==> src/rtl/bpred.sv <==
// bpred: static-decode + BHT conditional-branch predictor for the pc stage
//   Ports:
//     clk, rst_n            clock, async active-low reset
//     pc, instr, instr_valid fetch-side lookup inputs
//     stall                 freezes table and counter updates
//     pr_taken, pr_offs     same-cycle prediction and B-type immediate
//     ex_br_*               EX-stage resolution of a conditional branch
//     pr_miss, br_addr      mispredict flag and corrected next PC
//     n_branches, n_misses  wrapping performance counters
module bpred #(
   parameter int BHT_ENTRIES = 64,
   parameter int CNT_W       = 32
) (
   input  logic             clk,
   input  logic             rst_n,
   input  logic [63:0]      pc,
   input  logic [31:0]      instr,
   input  logic             instr_valid,
   input  logic             stall,
   output logic             pr_taken,
   output logic [12:0]      pr_offs,
   input  logic             ex_br_valid,
   input  logic [63:0]      ex_br_pc,
   input  logic             ex_br_taken,
   input  logic             ex_br_pred,
   input  logic [63:0]      ex_br_target,
   output logic             pr_miss,
   output logic [63:0]      br_addr,
   output logic [CNT_W-1:0] n_branches,
   output logic [CNT_W-1:0] n_misses
);
   localparam int IW = $clog2(BHT_ENTRIES);
   logic [1:0]    bht [BHT_ENTRIES];
   logic [IW-1:0] idx, tidx;
   logic [1:0]    cur, nxt_cnt;
   logic          is_br, unused_ok;
   assign idx       = pc[IW+1:2];
   assign tidx      = ex_br_pc[IW+1:2];
   assign is_br     = instr_valid && (instr[6:0] == 7'b1100011);
   assign pr_taken  = is_br && bht[idx][1];
   assign pr_offs   = {instr[31], instr[7], instr[30:25], instr[11:8], 1'b0};
   assign pr_miss   = ex_br_valid && (ex_br_taken != ex_br_pred);
   assign br_addr   = ex_br_taken ? ex_br_target : ex_br_pc + 64'd4;
   assign cur       = bht[tidx];
   assign nxt_cnt   = ex_br_taken ? ((cur == 2'b11) ? cur : cur + 2'b01)
                                  : ((cur == 2'b00) ? cur : cur - 2'b01);
   assign unused_ok = ^{pc[63:IW+2], pc[1:0], instr[24:12]};
   always_ff @(posedge clk or negedge rst_n) begin
      if (!rst_n) begin
         for (int i = 0; i < BHT_ENTRIES; i++) bht[i] <= 2'b01;
         n_branches <= '0;
         n_misses   <= '0;
      end else if (ex_br_valid && !stall) begin
         bht[tidx]  <= nxt_cnt;
         n_branches <= n_branches + 1'b1;
         n_misses   <= n_misses + CNT_W'(pr_miss);
      end
   end
endmodule
==> config.mk <==
export PLATFORM = sky130hd
export DESIGN_NAME = bpred
export DESIGN_NICKNAME = d
export VERILOG_FILES = /design/src/rtl/bpred.sv
export SDC_FILE = /design/constraint.sdc
export NUM_CORES = 1
export LEC_CHECK = 0
export CAP_MARGIN = 20
export CORE_UTILIZATION = 48
export DETAILED_ROUTE_END_ITERATION = 8
export MAX_ROUTING_LAYER = met4
export PLACE_DENSITY = 0.85
export SYNTH_ARGS = -nofsm -noshare
export SYNTH_HDL_FRONTEND = slang
export SYNTH_SLANG_ARGS = --single-unit
==> constraint.sdc <==
create_clock -name clk -period 6.95 [get_ports clk]
set_clock_uncertainty 0.2 [all_clocks]
set_input_delay 2.085 -clock clk [delete_from_list [all_inputs] [get_ports clk]]
set_output_delay 2.085 -clock clk [all_outputs]
set_load 0.02 [all_outputs]
==> qor.yml, run 1 <==
status: "complete, but fails checks"
violations: "DRC"
vias: 11530
postPlaceCellArea_um2: 15530
grt_max_degree: 109
area_delta_synth_final_pct: 35.14
place.gp.congestion: 0.9091
yosysSeqAreaShare_pct: 40.78
cp-end-kind: "output pin"
die_area_um2: 25590
final-seq-area_um2: 4885
grt_overflow: 0
powerDensity_nw_per_um2: 185.3
synthArstFlopShare_pct: 100.0
ys_ff_latch: 192
max_slew_margin_pct: 34.01
instances_no_fill: 1953
p_seq_share_pct: 44.8
fin_crit_sh_pct: 99.51
required_ns: 4.66
wl_um: 37710
ios: 374
core-area_um2: 24390
intPower_mw: 2.070
insertion_delay_ns: 0.45
peakVddDrop_uv: 174.6
synth-edff-count: 0
p_clk_share_pct: 31.2
drtAntennaViolNets: 0
final_nets: 1849
cap_violations: 0
stdcell_area_um2: 16190
hold_class: "register to register"
start_util_pct: 49.11
p_comb_share_pct: 24.0
die_w_um: 160.0
drive_gt1_share_pct: 20.17
antenna_found_initial: 3
place_inst: 1914
finalCriticalPeriod_ns: 6.916
worst_pin_slew_ns: 0.9899
cts_tree: "yes"
switchingPower_mw: 0.9292
wl_per_cell_um: 19.31
switching_share_pct: 30.98
die_height_um: 160.0
grt_pass1_wl_um: 59450
cts_made_buffers: 17
yosysUniqueCellTypes: 58
port_buffers: 277
crit_fanout: 16
drc: 1
synth_ff_type: "dfrtp_1"
max_freq_mhz: 144.6
setup_viol: 0
synth_area_um2: 11980
setup_tns_ns: 0
rows: 57
power.leakage_nw: 6.412
multi_input_comb_area_um2: 6719
syn_area_per_cell_um2: 9.157
crit_arrival_ns: 4.63
first_pass_iters: 9
slew_violations: 0
synth_cells: 1308
root_buffer: "clkbuf_16"
track_usage_pct: 30.25
synth_warnings: 0
hpwl_um: 26910
synth.net_count: 1544
hold-worst-slack_ns: 0.2693
finalPower_mw: 2.999
cts.sinks: 192
report.final.hold_viol_count: 0
drt_iter0_markers: 1085
avgViaCountPerCell: 5.902
cts_hold_buf: 0
clk_path_buf_depth: 2
fillers: 1822
crit_type: "input port to output pin"
htreeDepth: 4
startpoint_type: "input port"
grt_pass1_vias: 11300
cts.reportedPaths.clkPinSlew_ns: 0.07
-- kinds of logic (layout without fill, tap and decap cells) --
group                      after synthesis  after routing  synth area share, %
AOI/OAI and AO/OA                      214            214                11.65
xor gates and xnor gates               122            122                8.921
adders and majority gates                5              5               0.5223
buffers and inverters                  109            427                4.669
DFF                                    192            192                40.78
muxes                                   63             63                10.45
other                                    1              4              0.03131
and+or+nand+nor                        602            602                22.98
-- worst paths after layout --
check	from	slack, ns	cells after the start	to
setup / recovery	pc[3]	0.03	7	pr_taken
hold / removal	bht[104]	0.27	2	bht[104]
setup reg to reg	bht[5]	3.62	7	bht[49]
hold reg to reg	bht[104]	0.27	2	bht[104]
max in group asynchronous	rst_n	3.95	2	bht[84]
min in group asynchronous	rst_n	1.56	1	bht[19]
-- flip-flops by register name, summed over array words and instances, names as in the netlist --
name and count:
bht 128, n_branches 32, n_misses 32
-- routing by layer --
layer / GRT usage (%) / part of all wire [%] / vias to the layer above
met4: 11.69 / 2.9 / 0
met5: - / 0 / -
met2: 49.64 / 51 / 543
met1: 36.36 / 39 / 5580
li1: - / - / 5303
met3: 6.623 / 7.6 / 100
-- power groups by stage --
stage / Combinational, mW / Sequential [mW] / Clock (mW)
final: 0.720 / 1.34 / 0.937
after floorplan: 0.380 / 1.36 / 0
after CTS: 0.717 / 1.34 / 0.944
after detailed placement: 0.721 / 1.36 / 0
after global placement: 0.704 / 1.35 / 0
after global routing: 0.772 / 1.36 / 0.993
-- cells in the mapped netlist (28+ instances only) --
library cell  instances  area share, %
nor2_1              152            4.8
dfrtp_1             128             27
o31ai_1              63            3.9
xnor2_1              89            6.5
nand2_1             249            7.8
clkbuf_1             49            1.5
and3_1               32            1.7
nand3_1              56            2.3
o21ai_0              59            2.5
a31oi_1              63            3.3
nand4_1              28            1.5
mux4_2               49            9.2
dfstp_2              64             14
xor2_1               33            2.4
-- timing repair --
action	in CTS	in global routing
gates cloned	1	0
pin swaps	1	2
setup buffers	1	1
setup endpoints to repair	50	37
resized for setup	110	57
-- metrics by stage --
| stage | setup WS [ns] | utilization [%] |
|---|---|---|
| 2_1_floorplan | 0.1803 | - |
| 3_3_place_gp | -0.5867 | 63.63 |
| 3_5_place_dp | -0.6326 | 63.66 |
| 4_1_cts | -0.04794 | 66.24 |
| 5_1_grt | -0.02307 | 66.36 |
| 6_report | 0.03426 | 66.36 |
-- final cells by class --
class	count	area share, %
antenna	3	0.04638
clock buffer	17	2.628
clock inverter	15	0.7884
inverter	10	0.2319
multi-input combinational	1007	41.51
sequential	192	30.18
tap	324	2.504
timing repair buffer	385	22.11
-- worst max-delay path, stage by stage --
cell             delay, ns
clkdlybuf4s50_1       0.51
buf_12                0.17
mux4_2                0.34
mux4_2                0.50
mux4_2                0.52
and3_1                0.20
clkdlybuf4s15_1       0.29
-- cell usage in the layout, fill, tap and decap left out, drive strengths merged, types with 4 or more instances in the layout --
| cell type | synthesis | final |
|---|---|---|
| dfrtp | 128 | 128 |
| nand3b | 4 | 4 |
| nand3 | 57 | 57 |
| buf | 50 | 121 |
| nor2 | 152 | 152 |
| nand2 | 249 | 249 |
| mux4 | 49 | 49 |
| or4 | 6 | 6 |
| clkinv | 0 | 6 |
| and4 | 6 | 6 |
| ha | 5 | 5 |
| inv | 10 | 17 |
| dlygate4sd2 | 0 | 18 |
| clkbuf | 49 | 29 |
| nor4 | 22 | 22 |
| nor3 | 21 | 21 |
| and2 | 5 | 5 |
| o31ai | 64 | 64 |
| clkdlybuf4s50 | 0 | 219 |
| o21ai | 63 | 63 |
| and3 | 32 | 32 |
| mux2 | 6 | 6 |
| xor2 | 33 | 33 |
| clkdlybuf4s15 | 0 | 6 |
| a31oi | 64 | 64 |
| nand4 | 28 | 28 |
| mux2i | 8 | 8 |
| a21oi | 7 | 7 |
| xnor2 | 89 | 89 |
| nor3b | 4 | 4 |
| dfstp | 64 | 64 |
| dlymetal6s2s | 0 | 7 |
Note: power is estimated with default switching activity, not from simulation.
==> run 2, diff against run 1 <==
- MAX_ROUTING_LAYER: met4 -> not set
==> run 2 against run 1 <==
Net effect: the flow now finishes without violations; critical endpoint is now br_addr[49]; sequential power is essentially flat; clock power grew 3.9%; fmax shrank 0.13%.
==> qor.yml, run 2 (synthesis results as in run 1) <==
cts_made_buffers: 17
port_buffers: 277
first_pass_iters: 8
drive_gt1_share_pct: 20.48
core-area_um2: 24390
crit_arrival_ns: 4.64
drc: 0
fillers: 1789
top_regs: "bht: 128 flops, n_branches: 32 flops, n_misses: 32 flops"
startpoint_type: "input port"
root_buffer: "clkbuf_16"
grt_overflow: 0
final_nets: 1849
critPathSlowestCell: "or4_4"
antenna_found_initial: 2
p_seq_share_pct: 44.2
worst_pin_slew_ns: 1.024
switching_share_pct: 30.66
ff2ff_path_depth: 7
layout_common_cells: "nand2_1, clkdlybuf4s50_1, nor2_1, dfrtp_1, buf_4"
antenna_cells: 0
cts.sinks: 192
rows: 57
hold-worst-slack_ns: 0.2708
rsz0062_at_grt: "yes"
intPower_mw: 2.107
crit_fanout: 4
wl_per_cell_um: 19.64
p_comb_share_pct: 23.8
status: "finished, final reports clean"
setup_viol: 0
die_area_um2: 25590
insertion_delay_ns: 0.44
critPathBufInv: 2
avgViaCountPerCell: 5.978
finalCriticalPeriod_ns: 6.925
slew_violations: 0
start_util_pct: 49.11
track_usage_pct: 29.87
worst_hold_path.num_cells: 2
stdcell_area_um2: 16180
worst-path-stages: 8
setup_tns_ns: 0
cpMostUsedCell: "or4_4"
htreeDepth: 4
hold_class: "register to register"
grt_pass1_wl_um: 60610
cap_violations: 0
die_height_um: 160.0
cts_tree: "yes"
drt_iter0_markers: 1153
crit_type: "input port to output pin"
grt_max_degree: 100
max_freq_mhz: 144.4
max_slew_margin_pct: 31.49
ios: 374
clk_path_buf_depth: 2
power.leakage_nw: 6.391
place.gp.congestion: 0.9054
final-seq-area_um2: 4885
crit_family: "simple AND/OR/NAND/NOR gates"
cp-end-kind: "output pin"
grt_pass1_vias: 11570
hpwl_um: 27450
p_clk_share_pct: 32.1
multi_input_comb_area_um2: 6726
layout_commonest_cell: "nand2_1"
report.final.hold_viol_count: 0
slowest_delay_ns: 0.56
powerDensity_nw_per_um2: 187.9
largest_reg_flops: 128
vias: 11660
crit_chain: "clkdlybuf4s50_1 -> nand3_2 -> or4_4 -> or4_4 -> nor4_2 -> xnor2_1 -> o21ai_1 -> clkdlybuf4s15_2"
fin_crit_sh_pct: 99.64
peakVddDrop_uv: 144.3
required_ns: 4.66
cts_setup_buffers: 0
die_w_um: 160.0
switchingPower_mw: 0.9318
postPlaceCellArea_um2: 15520
drtAntennaViolNets: 0
wl_um: 38300
area_delta_synth_final_pct: 35.05
cts.reportedPaths.clkPinSlew_ns: 0.07
largest_register: "bht"
[run 2: cell count changes in the layout (fill, tap and decap cells not counted), sizes merged, moves of 2 or more]
cell	previous run	this run
buf	121	125
clkbuf	29	31
diode	3	0
inv	17	15
[run 2: layout make-up]
class,count,share of cell area [%]
tap,324,2.506
timing repair buffer,385,21.88
clock inverter,14,0.9437
sequential,192,30.20
multi-input combinational,1007,41.58
inverter,10,0.2321
clock buffer,18,2.653
[run 2: worst paths after layout]
| kind | from | endpoint | slack (ns) |
|---|---|---|---|
| min in group asynchronous | rst_n | bht[115] | 1.52 |
| max in group asynchronous | rst_n | n_misses[7] | 3.82 |
| setup reg to reg | bht[43] | bht[61] | 3.68 |
| hold reg to reg | bht[44] | bht[44] | 0.27 |
| setup / recovery | ex_br_pc[8] | br_addr[49] | 0.02 |
| hold / removal | bht[44] | bht[44] | 0.27 |
[run 2: worst register-to-register path: stages (launching register included)]
cell       delay, ns
dfrtp_1         0.41
mux4_2          0.51
a221oi_2        0.29
o2111ai_1       0.14
a211o_2         0.46
o31ai_4         0.25
buf_4           0.57
a41oi_1         0.26
[run 2: power groups by stage]
stage                     clock, mW  sequential [mW]  combinational (mW)
final                         0.974             1.34               0.723
after global routing           1.03             1.35               0.771
after CTS                     0.981             1.34               0.718
after detailed placement          0             1.36               0.724
after global placement            0             1.35               0.705
after floorplan                   0             1.36               0.380
[run 2: routing by layer]
layer | wire length, um | up-vias | global-route usage, % | part of all wire (%)
met4 | 1447 | 2 | 12.29 | 3.8
met2 | 19130 | 621 | 51.40 | 50
met5 | 13 | - | 0 | 0.034
li1 | - | 5291 | - | -
met1 | 14170 | 5615 | 35.89 | 37
met3 | 3534 | 128 | 7.091 | 9.2
[run 2: per-stage QoR]
stage          setup WS (ns)  util (%)  std cells  power (mW)
5_1_grt             -0.03896     66.32       1950       3.159
3_3_place_gp         -0.5882     63.65       1917       2.053
3_5_place_dp         -0.6168     63.65       1917       2.082
2_1_floorplan         0.1803         -       1308       1.735
6_report             0.02497     66.32       1950       3.039
4_1_cts             -0.02678     66.16       1949       3.039
[run 2: repair_timing]
action | in CTS | in global routing
gates cloned | 0 | 1
endpoints found under the setup margin | 50 | 37
pin swaps | 0 | 1
hold buffers | 0 | 0
hold endpoints to repair | 0 | 0
gates resized for setup | 127 | 60
==> run 3, diff against run 2 <==
- MAX_ROUTING_LAYER: not set -> met4
==> results of run 3 <==
Same layout as run 1: the final DEF is identical, and so are final timing and power.
